$ cat src/rtl/bram_log_pkg.sv
// rtl/bram_log_pkg.sv - shared widths, logger entry layout and drain states for the BRAM log drain
package bram_log_pkg;

    localparam int EXT_DATA_BITW = 32;
    localparam int LOG_ID_BITW   = 16;
    localparam int LOG_LEN_BITW  = 16;

    function automatic int entry_bitw(input int num_par_brams);
        return EXT_DATA_BITW * num_par_brams;
    endfunction

    function automatic int entries_max(input int num_ser_brams);
        return 1024 * num_ser_brams;
    endfunction

    // Field order mirrors the logger: timestamp lowest, then addr, id from bit 64, len on top.
    typedef struct packed {
        logic [LOG_LEN_BITW-1:0] len;
        logic [LOG_ID_BITW-1:0]  id;
        logic [31:0]             addr;
        logic [31:0]             timestamp;
    } log_entry_t;

    typedef enum logic [2:0] {
        DS_IDLE   = 3'd0,
        DS_READ   = 3'd1,
        DS_OUTPUT = 3'd2,
        DS_CLEAR  = 3'd3,
        DS_DONE   = 3'd4
    } drain_state_e;

endpackage

$ cat src/rtl/bram_log_rd_seq.sv
// rtl/bram_log_rd_seq.sv - per-entry BRAM word issue counter and read-latency capture pipeline
module bram_log_rd_seq
    import bram_log_pkg::*;
#(
    parameter int NUM_PAR_BRAMS = 3,
    parameter int BRAM_RD_LAT   = 1,
    parameter int CNT_W         = 14
) (
    input  logic                                    Clk_CI,
    input  logic                                    Rst_RBI,
    input  logic                                    i_run,
    input  logic [CNT_W-1:0]                        i_entry,
    output logic                                    o_bram_en,
    output logic [31:0]                             o_bram_addr,
    input  logic [31:0]                             i_bram_rd,
    output logic [EXT_DATA_BITW*NUM_PAR_BRAMS-1:0]  o_entry,
    output logic                                    o_last_cap
);

    localparam int WORD_W = $clog2(NUM_PAR_BRAMS + 1);

    logic [WORD_W-1:0]                       r_word;
    logic [BRAM_RD_LAT-1:0]                  r_vld_pipe;
    logic [WORD_W-1:0]                       r_idx_pipe [BRAM_RD_LAT];
    logic [EXT_DATA_BITW*NUM_PAR_BRAMS-1:0]  r_entry;
    logic                                    w_issue;
    logic [31:0]                             w_word_addr;

    assign w_issue     = i_run && (r_word < WORD_W'(NUM_PAR_BRAMS));
    assign w_word_addr = 32'(i_entry) * 32'(NUM_PAR_BRAMS) + 32'(r_word);
    assign o_bram_en   = w_issue;
    assign o_bram_addr = w_issue ? (w_word_addr << 2) : 32'd0;
    assign o_entry     = r_entry;
    assign o_last_cap  = r_vld_pipe[BRAM_RD_LAT-1] &&
                         (r_idx_pipe[BRAM_RD_LAT-1] == WORD_W'(NUM_PAR_BRAMS - 1));

    // The pipe carries the word index alongside each issued read so the returning data lands in its slot.
    always_ff @(posedge Clk_CI or negedge Rst_RBI) begin
        if (!Rst_RBI) begin
            r_word     <= '0;
            r_vld_pipe <= '0;
            r_entry    <= '0;
            for (int i = 0; i < BRAM_RD_LAT; i++) begin
                r_idx_pipe[i] <= '0;
            end
        end else begin
            if (!i_run || o_last_cap) begin
                r_word <= '0;
            end else if (w_issue) begin
                r_word <= r_word + WORD_W'(1);
            end
            r_vld_pipe[0] <= w_issue;
            r_idx_pipe[0] <= r_word;
            for (int i = 1; i < BRAM_RD_LAT; i++) begin
                r_vld_pipe[i] <= r_vld_pipe[i-1];
                r_idx_pipe[i] <= r_idx_pipe[i-1];
            end
            if (r_vld_pipe[BRAM_RD_LAT-1]) begin
                for (int w = 0; w < NUM_PAR_BRAMS; w++) begin
                    if (r_idx_pipe[BRAM_RD_LAT-1] == WORD_W'(w)) begin
                        r_entry[EXT_DATA_BITW*w +: EXT_DATA_BITW] <= i_bram_rd;
                    end
                end
            end
        end
    end

endmodule

$ cat src/rtl/bram_log_drain.sv
// rtl/bram_log_drain.sv - BRAM logger readout drain to a valid/ready stream; option BRAM_LOG_DRAIN_AUTO_CLEAR_EN
module bram_log_drain
    import bram_log_pkg::*;
#(
    parameter int  NUM_PAR_BRAMS = 3,
    parameter int  NUM_SER_BRAMS = 12,
    parameter int  BRAM_RD_LAT   = 1,
    localparam int ENTRIES_MAX   = entries_max(NUM_SER_BRAMS),
    localparam int CNT_W         = $clog2(ENTRIES_MAX + 1),
    localparam int ENTRY_W       = entry_bitw(NUM_PAR_BRAMS)
) (
    input  logic               Clk_CI,
    input  logic               Rst_RBI,
    input  logic               Start_SI,
    input  logic [CNT_W-1:0]   NumEntries_DI,
    output logic               Busy_SO,
    output logic               Done_SO,
    output logic               BramEn_SO,
    output logic [31:0]        BramAddr_DO,
    output logic [3:0]         BramWrEn_SO,
    output logic [31:0]        BramWr_DO,
    input  logic [31:0]        BramRd_DI,
    output logic [ENTRY_W-1:0] Entry_DO,
    output logic               EntryValid_SO,
    input  logic               EntryReady_SI,
    input  logic               LogFull_SI,
    output logic               LogClear_SO
);

    localparam logic [2:0] S_IDLE   = 3'(DS_IDLE);
    localparam logic [2:0] S_READ   = 3'(DS_READ);
    localparam logic [2:0] S_OUTPUT = 3'(DS_OUTPUT);
    localparam logic [2:0] S_CLEAR  = 3'(DS_CLEAR);
    localparam logic [2:0] S_DONE   = 3'(DS_DONE);

    logic [2:0]       r_state;
    logic [CNT_W-1:0] r_num;
    logic [CNT_W-1:0] r_entry;
    logic [CNT_W-1:0] w_num_clamp;
    logic [CNT_W-1:0] w_entry_inc;
    logic             w_accept;
    logic             w_last_cap;
    logic             w_unused;

`ifdef BRAM_LOG_DRAIN_AUTO_CLEAR_EN
    localparam logic [2:0] S_AFTER_LAST = S_CLEAR;
    assign LogClear_SO = (r_state == S_CLEAR);
`else
    localparam logic [2:0] S_AFTER_LAST = S_DONE;
    assign LogClear_SO = 1'b0;
`endif

    assign w_accept    = (r_state == S_IDLE) && Start_SI;
    assign w_num_clamp = (NumEntries_DI > CNT_W'(ENTRIES_MAX)) ? CNT_W'(ENTRIES_MAX) : NumEntries_DI;
    assign w_entry_inc = r_entry + CNT_W'(1);
    assign w_unused    = LogFull_SI;

    // Busy covers the accepting cycle itself; the reset term keeps every output low while in reset.
    assign Busy_SO       = Rst_RBI && (w_accept || (r_state == S_READ) ||
                                       (r_state == S_OUTPUT) || (r_state == S_CLEAR));
    assign Done_SO       = (r_state == S_DONE);
    assign EntryValid_SO = (r_state == S_OUTPUT);
    assign BramWrEn_SO   = 4'd0;
    assign BramWr_DO     = 32'd0;

    bram_log_rd_seq #(
        .NUM_PAR_BRAMS (NUM_PAR_BRAMS),
        .BRAM_RD_LAT   (BRAM_RD_LAT),
        .CNT_W         (CNT_W)
    ) u_rd_seq (
        .Clk_CI      (Clk_CI),
        .Rst_RBI     (Rst_RBI),
        .i_run       (r_state == S_READ),
        .i_entry     (r_entry),
        .o_bram_en   (BramEn_SO),
        .o_bram_addr (BramAddr_DO),
        .i_bram_rd   (BramRd_DI),
        .o_entry     (Entry_DO),
        .o_last_cap  (w_last_cap)
    );

    always_ff @(posedge Clk_CI or negedge Rst_RBI) begin
        if (!Rst_RBI) begin
            r_state <= S_IDLE;
            r_num   <= '0;
            r_entry <= '0;
        end else begin
            case (r_state)
                S_IDLE: begin
                    if (Start_SI) begin
                        r_num   <= w_num_clamp;
                        r_entry <= '0;
                        r_state <= (w_num_clamp == '0) ? S_DONE : S_READ;
                    end
                end
                S_READ: begin
                    if (w_last_cap) begin
                        r_state <= S_OUTPUT;
                    end
                end
                S_OUTPUT: begin
                    if (EntryReady_SI) begin
                        r_entry <= w_entry_inc;
                        r_state <= (w_entry_inc == r_num) ? S_AFTER_LAST : S_READ;
                    end
                end
`ifdef BRAM_LOG_DRAIN_AUTO_CLEAR_EN
                S_CLEAR: begin
                    r_state <= S_DONE;
                end
`endif
                default: begin
                    r_state <= S_IDLE;
                end
            endcase
        end
    end

endmodule

$ cat config.mk
export PLATFORM = sky130hd
export DESIGN_NAME = bram_log_drain
export DESIGN_NICKNAME = d
export VERILOG_FILES = /design/src/rtl/bram_log_pkg.sv /design/src/rtl/bram_log_rd_seq.sv /design/src/rtl/bram_log_drain.sv
export SDC_FILE = /design/constraint.sdc
export NUM_CORES = 1
export LEC_CHECK = 0
export CAP_MARGIN = 15
export CORE_UTILIZATION = 40
export CTS_CLUSTER_SIZE = 14
export DETAILED_ROUTE_END_ITERATION = 6
export PLACE_DENSITY = 0.71
export SLEW_MARGIN = 10
export SYNTH_ARGS = -nofsm -noshare
export SYNTH_HDL_FRONTEND = slang
export SYNTH_HIERARCHICAL = 1
export SYNTH_SLANG_ARGS = --single-unit
$ cat constraint.sdc
create_clock -name Clk_CI -period 3.8 [get_ports Clk_CI]
set_input_delay 0.95 -clock Clk_CI [delete_from_list [all_inputs] [get_ports Clk_CI]]
set_output_delay 0.95 -clock Clk_CI [all_outputs]
set_load 0.05 [all_outputs]
Word-level counts from Yosys, hierarchy flattened
Cells that the tools add are included.
Widths: inputs -> output; s select.
{"block": "totals", "ff_bits": 132, "elab_cells": 58}
{"block": "classes", "n_addsub": 3, "mul": 1, "order_cmp": 2, "n_eq_ne": 10, "mux": 13, "reduce_logical": 20}
{"op": "$mux 14", "count": 3}
{"op": "$mux 32", "count": 1}
{"op": "$pmux 14 s2", "count": 1}
{"op": "$add 16x2->17", "count": 1}
{"op": "$mul 14x2->16 const B", "count": 1}
{"op": "$mux 3", "count": 5}
{"op": "$add 14x1->14 const B", "count": 1}
{"op": "$eq 14x14->1", "count": 1}
{"op": "$gt 14x14->1 const B", "count": 1}
{"op": "$logic_not 14->1", "count": 1}
{"op": "$pmux 3 s3", "count": 1}
{"op": "$reduce_and 2->1", "count": 4}
{"op": "$eq 3x2->1 const B", "count": 2}
{"op": "$reduce_and 3->1", "count": 2}
{"op": "$logic_and 1x1->1", "count": 4}
{"op": "$logic_or 1x1->1", "count": 4}
{"op": "$mux 2", "count": 2}
{"op": "$ne 2x2->1 const B", "count": 2}
{"op": "$reduce_bool 2->1", "count": 2}
{"op": "$eq 3x1->1 const B", "count": 1}
{"op": "$eq 3x3->1 const B", "count": 1}
{"op": "$logic_not 3->1", "count": 1}
{"op": "$add 2x1->2 const B", "count": 1}
{"op": "$eq 2x1->1 const B", "count": 1}
{"op": "other kinds (5)", "count": 5}

Logic depth before layout (Yosys ltp)
{"block": "logic_depth", "depth_word": 6, "ltp_mapped": 10, "mapped_depth_nobuf": 10}

By module
The synthesis kept the hierarchy.
{"module": "bram_log_rd_seq", "instances": 1, "cells_per_inst": 409, "area_each_um2": 4739.5, "seq_area_each_um2": 2527.4}
{"module": "bram_log_drain", "instances": 1, "cells_per_inst": 231, "area_each_um2": 2130.8, "seq_area_each_um2": 775.7}

Worst setup path after synthesis
OpenSTA, ideal clock, no wires.
{"block": "synth_path", "kind": "flip-flop to output port", "from": "register r_entry[0]", "to": "output port BramAddr_DO[15]", "t_arrival_ns": 3.107, "required_time_ns": 2.850, "setup_slack_ns": -0.257, "stages_incl_launch_ff": 11, "path_cell_list": "dfrtp_1 -> fa_1 -> ha_1 -> inv_1 -> fa_1 -> nor2b_1 -> o2111ai_1 -> nand2_1 -> a21oi_2 -> o21ai_1 -> mux2i_1"}
{"block": "synth_via", "elab_chain_len": 3}
{"item": "from (decl)", "line_no": "bram_log_drain.sv:38", "text": "logic [CNT_W-1:0] r_entry;"}
{"item": "from (signal assigned)", "line_no": "bram_log_drain.sv:103", "text": "r_entry <= w_entry_inc;"}
{"item": "$mul 14x2->16", "line_no": "bram_log_rd_seq.sv:30", "text": "assign w_word_addr = 32'(i_entry) * 32'(NUM_PAR_BRAMS) + 32'(r_word);"}
{"item": "$add 16x2->17", "line_no": "bram_log_rd_seq.sv:30"}
{"item": "$mux 32", "line_no": "bram_log_rd_seq.sv:32", "text": "assign o_bram_addr = w_issue ? (w_word_addr << 2) : 32'd0;"}
{"item": "to (decl)", "line_no": "bram_log_drain.sv:19", "text": "output logic [31:0] BramAddr_DO,"}
Every way passes these cells.

Final worst setup path
Same ends and word-level chain as after synthesis.

==> reports/summary.txt <==
Worst R2R Start - r_entry[0]
Max Clk Rate - 252 MHz
worst vdd ir - 0.572 mV
Final period util - 1.05
switching part of the total - 0.456
Post-Synth XOR/XNOR Area - 0.0344
Max Root-Sink Buffers - 2
Yosys cell types - 65
antenna violations before repair - 0
CTS buffer count - 17
# nets final - 901
Setup TNS - -519 ps
Rel. slew slack - 0.512
P&R area growth vs syn - 38.6%
Total GRT Usage - 0.185
Hold Path Class - reg -> reg
number of vias in the routed layout - 5097
detailed-route wire length per cell - 14.9 um
EDFF count, synth - 0
pwr dens - 951 mW/mm2
Worst-path clk slew - 60 ps
largest family of logic cells by synthesized area - simple AND/OR/NAND/NOR gates
vias per cell - 4.85
Starting Density - 0.411
MaxCap Viol Count - 0
Syn Std Cell Area - 0.00687 mm2
largest net degree at the start of global routing - 133
Worst R2R End - r_state[0]
failing checks - setup timing
CTS sink cnt - 132
DRC - 0
Die Width - 133 um
post-synthesis adder-cell area fraction - 0.0586
post-synth top area cell - dfrtp_1
Syn Area/Cell - 10.7 um2
PnR worst setup slack - -172 ps
internal power - 4.92 mW
simple-gate area share of the yosys netlist - 0.143
Top FF cell, synth - dfrtp_1
dominant cells by area after synthesis - dfrtp_1 (48%), mux2_2 (11%), nand2_1 (6.4%)
H-tree Lvls - 4
most frequent cell after synthesis - dfrtp_1
final hold violation count - 0
CP arrival - 3020 ps
hold_buf cts - 0
Detailed Route WL - 15600 um
grt ovf - 0
DIE AREA - 0.0177 mm2
RSZ-0062 raised after global routing - yes
post-synthesis async set-or-reset flop share - 1.00
Post-Place Cells - 1013
number of inserted diodes - 0
Root Buffer - clkbuf_16
kind of critical path - reg -> out
post-route ant nets - 0
drt pass-1 iters - 5
Synth Area in Compound Gates - 0.0830
proportion of power drawn by the clock network - 0.194
IO Port Bufs - 165
Register-to-Register Setup Slack - 1170 ps
DPL Wire Length - 11000 um
leakage - 4.31 nW
filler-free cell count of the finished design - 1051
Critical Path RT - 2850 ps
layout cells sized above 1 - 0.218
Psw - 4.13 mW
Iteration-0 DRC Markers - 157
mux cell area share after synthesis - 0.116
first-pass GRT wire length - 25700 um
number of global-route vias before repair - 4891
Worst Hold Path Cells - 0
type of origin of the critical path - register
FF+latch count, synth - 132
Final Setup Violations - 4
IO Count - 220
Yosys warning total - 6
Final min period - 3970 ps
Hold Path Sink - u_rd_seq/r_idx_pipe[0]
Commonest cells post-synth - dfrtp_1 (132), nand2_1 (117), mux2_2 (66)
CORE AREA - 0.0167 mm2
routability cong. - 0.864
row count - 47
Post-Synthesis Cells - 640
Crit. End Element - output pin
Seq/Total Area, Yosys - 0.481
skew final - 8.52 ps
CP Max Fanout - 2
reg2reg path depth - 8
status - finished, violations left
Slew @ Worst Pin - 729 ps
Combinational Power Share - 0.542
CTS tree - done
Filler cells - 1461
insertion delay to the later sink of the worst-skew pair - 410 ps
Yosys top cell area share - 0.481
Flop pwr share - 0.264
Final Max Tran Viols - 0
die span in y - 133 um
HP Start - u_rd_seq/r_word[0]
[worst max-delay path by stage]
stage,startpoint,to
6_report,r_entry[0],BramAddr_DO[15]
5_1_grt,r_entry[0],BramAddr_DO[11]
4_1_cts,r_entry[0],BramAddr_DO[15]
3_5_place_dp,r_entry[0],BramAddr_DO[15]
3_3_place_gp,r_entry[0],BramAddr_DO[15]
2_1_floorplan,r_entry[0],BramAddr_DO[13]
[layer usage]
| layer | part of all wire | vias to the layer above | GRT usage |
|---|---|---|---|
| met2 | 0.47 | 164 | 0.290 |
| li1 | - | 2470 | - |
| met3 | 0.052 | 18 | 0.0379 |
| met1 | 0.46 | 2445 | 0.255 |
| met5 | 0 | - | 0 |
| met4 | 0.016 | 0 | 0.0658 |
[through the flow]
stage / util / cell area [um2] / setup slack, ps / power (mW) / hold slack, ps
after floorplan: - / 7080 / 19.0 / 5.73 / 414
after global placement: 0.522 / 8720 / 47.4 / 7.25 / 433
after detailed placement: 0.522 / 8720 / 6.54 / 7.33 / 441
after CTS: 0.567 / 9460 / -231 / 9.14 / 456
after global routing: 0.570 / 9530 / -321 / 9.50 / 492
final: 0.570 / 9530 / -172 / 9.06 / 455
[power by group through the flow]
stage	Clock (mW)	Sequential, mW	Combinational [mW]
3_3_place_gp	0	2.39	4.86
6_report	1.76	2.39	4.91
3_5_place_dp	0	2.42	4.91
4_1_cts	1.80	2.40	4.94
5_1_grt	1.86	2.48	5.15
2_1_floorplan	0	4.21	1.52
[registers in the layout, indices dropped and copies added, names as in the netlist]
signal and cells:
r_entry 14, r_num 14, r_state 3, u_rd_seq/o_entry 96
u_rd_seq/r_idx_pipe 2, u_rd_seq/r_vld_pipe 1, u_rd_seq/r_word 2
[what timing repair did]
action	CTS	global route
pin swaps	7	18
gates cloned	0	0
endpoints found under the setup margin	7	10
gates resized for setup	17	14
buffers inserted	7	4
[cell type report]
class                           instances  area [um2]  share of cell area
Clock buffer                           18         439              0.0461
Clock inverter                         13         199              0.0209
Tap cell                              220         275              0.0289
Multi-Input combinational cell        468        3310               0.348
Inverter                               13        48.8             0.00512
Sequential cell                       132        3310               0.347
Timing Repair Buffer                  187        1940               0.204
[layout by cell type (no fill, tap or decap), types with 9 or more instances in the layout]
cell type	Yosys	final
nor2_1	23	18
clkbuf_16	0	17
xor2_1	11	11
a22o_1	14	14
dfrtp_1	132	129
inv_1	13	12
buf_12	0	13
xnor2_1	16	15
mux2_2	66	66
a21oi_1	11	9
ha_1	29	26
nand3_1	13	13
clkdlybuf4s50_1	0	148
conb_1	2	53
nand2_1	117	117
buf_4	53	24
o21ai_0	19	18
[critical path, stage by stage, from the launching register on]
cell and delay (ps):
dfrtp_1 400, fa_1 540, ha_2 190, inv_2 40, fa_2 340, nor2b_2 140, o2111ai_1 110, nand2_1 130
a21oi_2 90, o21ai_2 200, mux2i_4 280, buf_12 160
[logic make-up (layout without fill, tap and decap cells)]
| kind of cell | Yosys count | after routing |
|---|---|---|
| simple gates | 208 | 208 |
| mux | 71 | 71 |
| flops | 132 | 132 |
| xor+xnor | 27 | 27 |
| compound gates | 78 | 78 |
| buf+inv | 91 | 231 |
| other cells | 2 | 53 |
| fa+ha+maj | 31 | 31 |
Power figures use the tool's default switching activity.
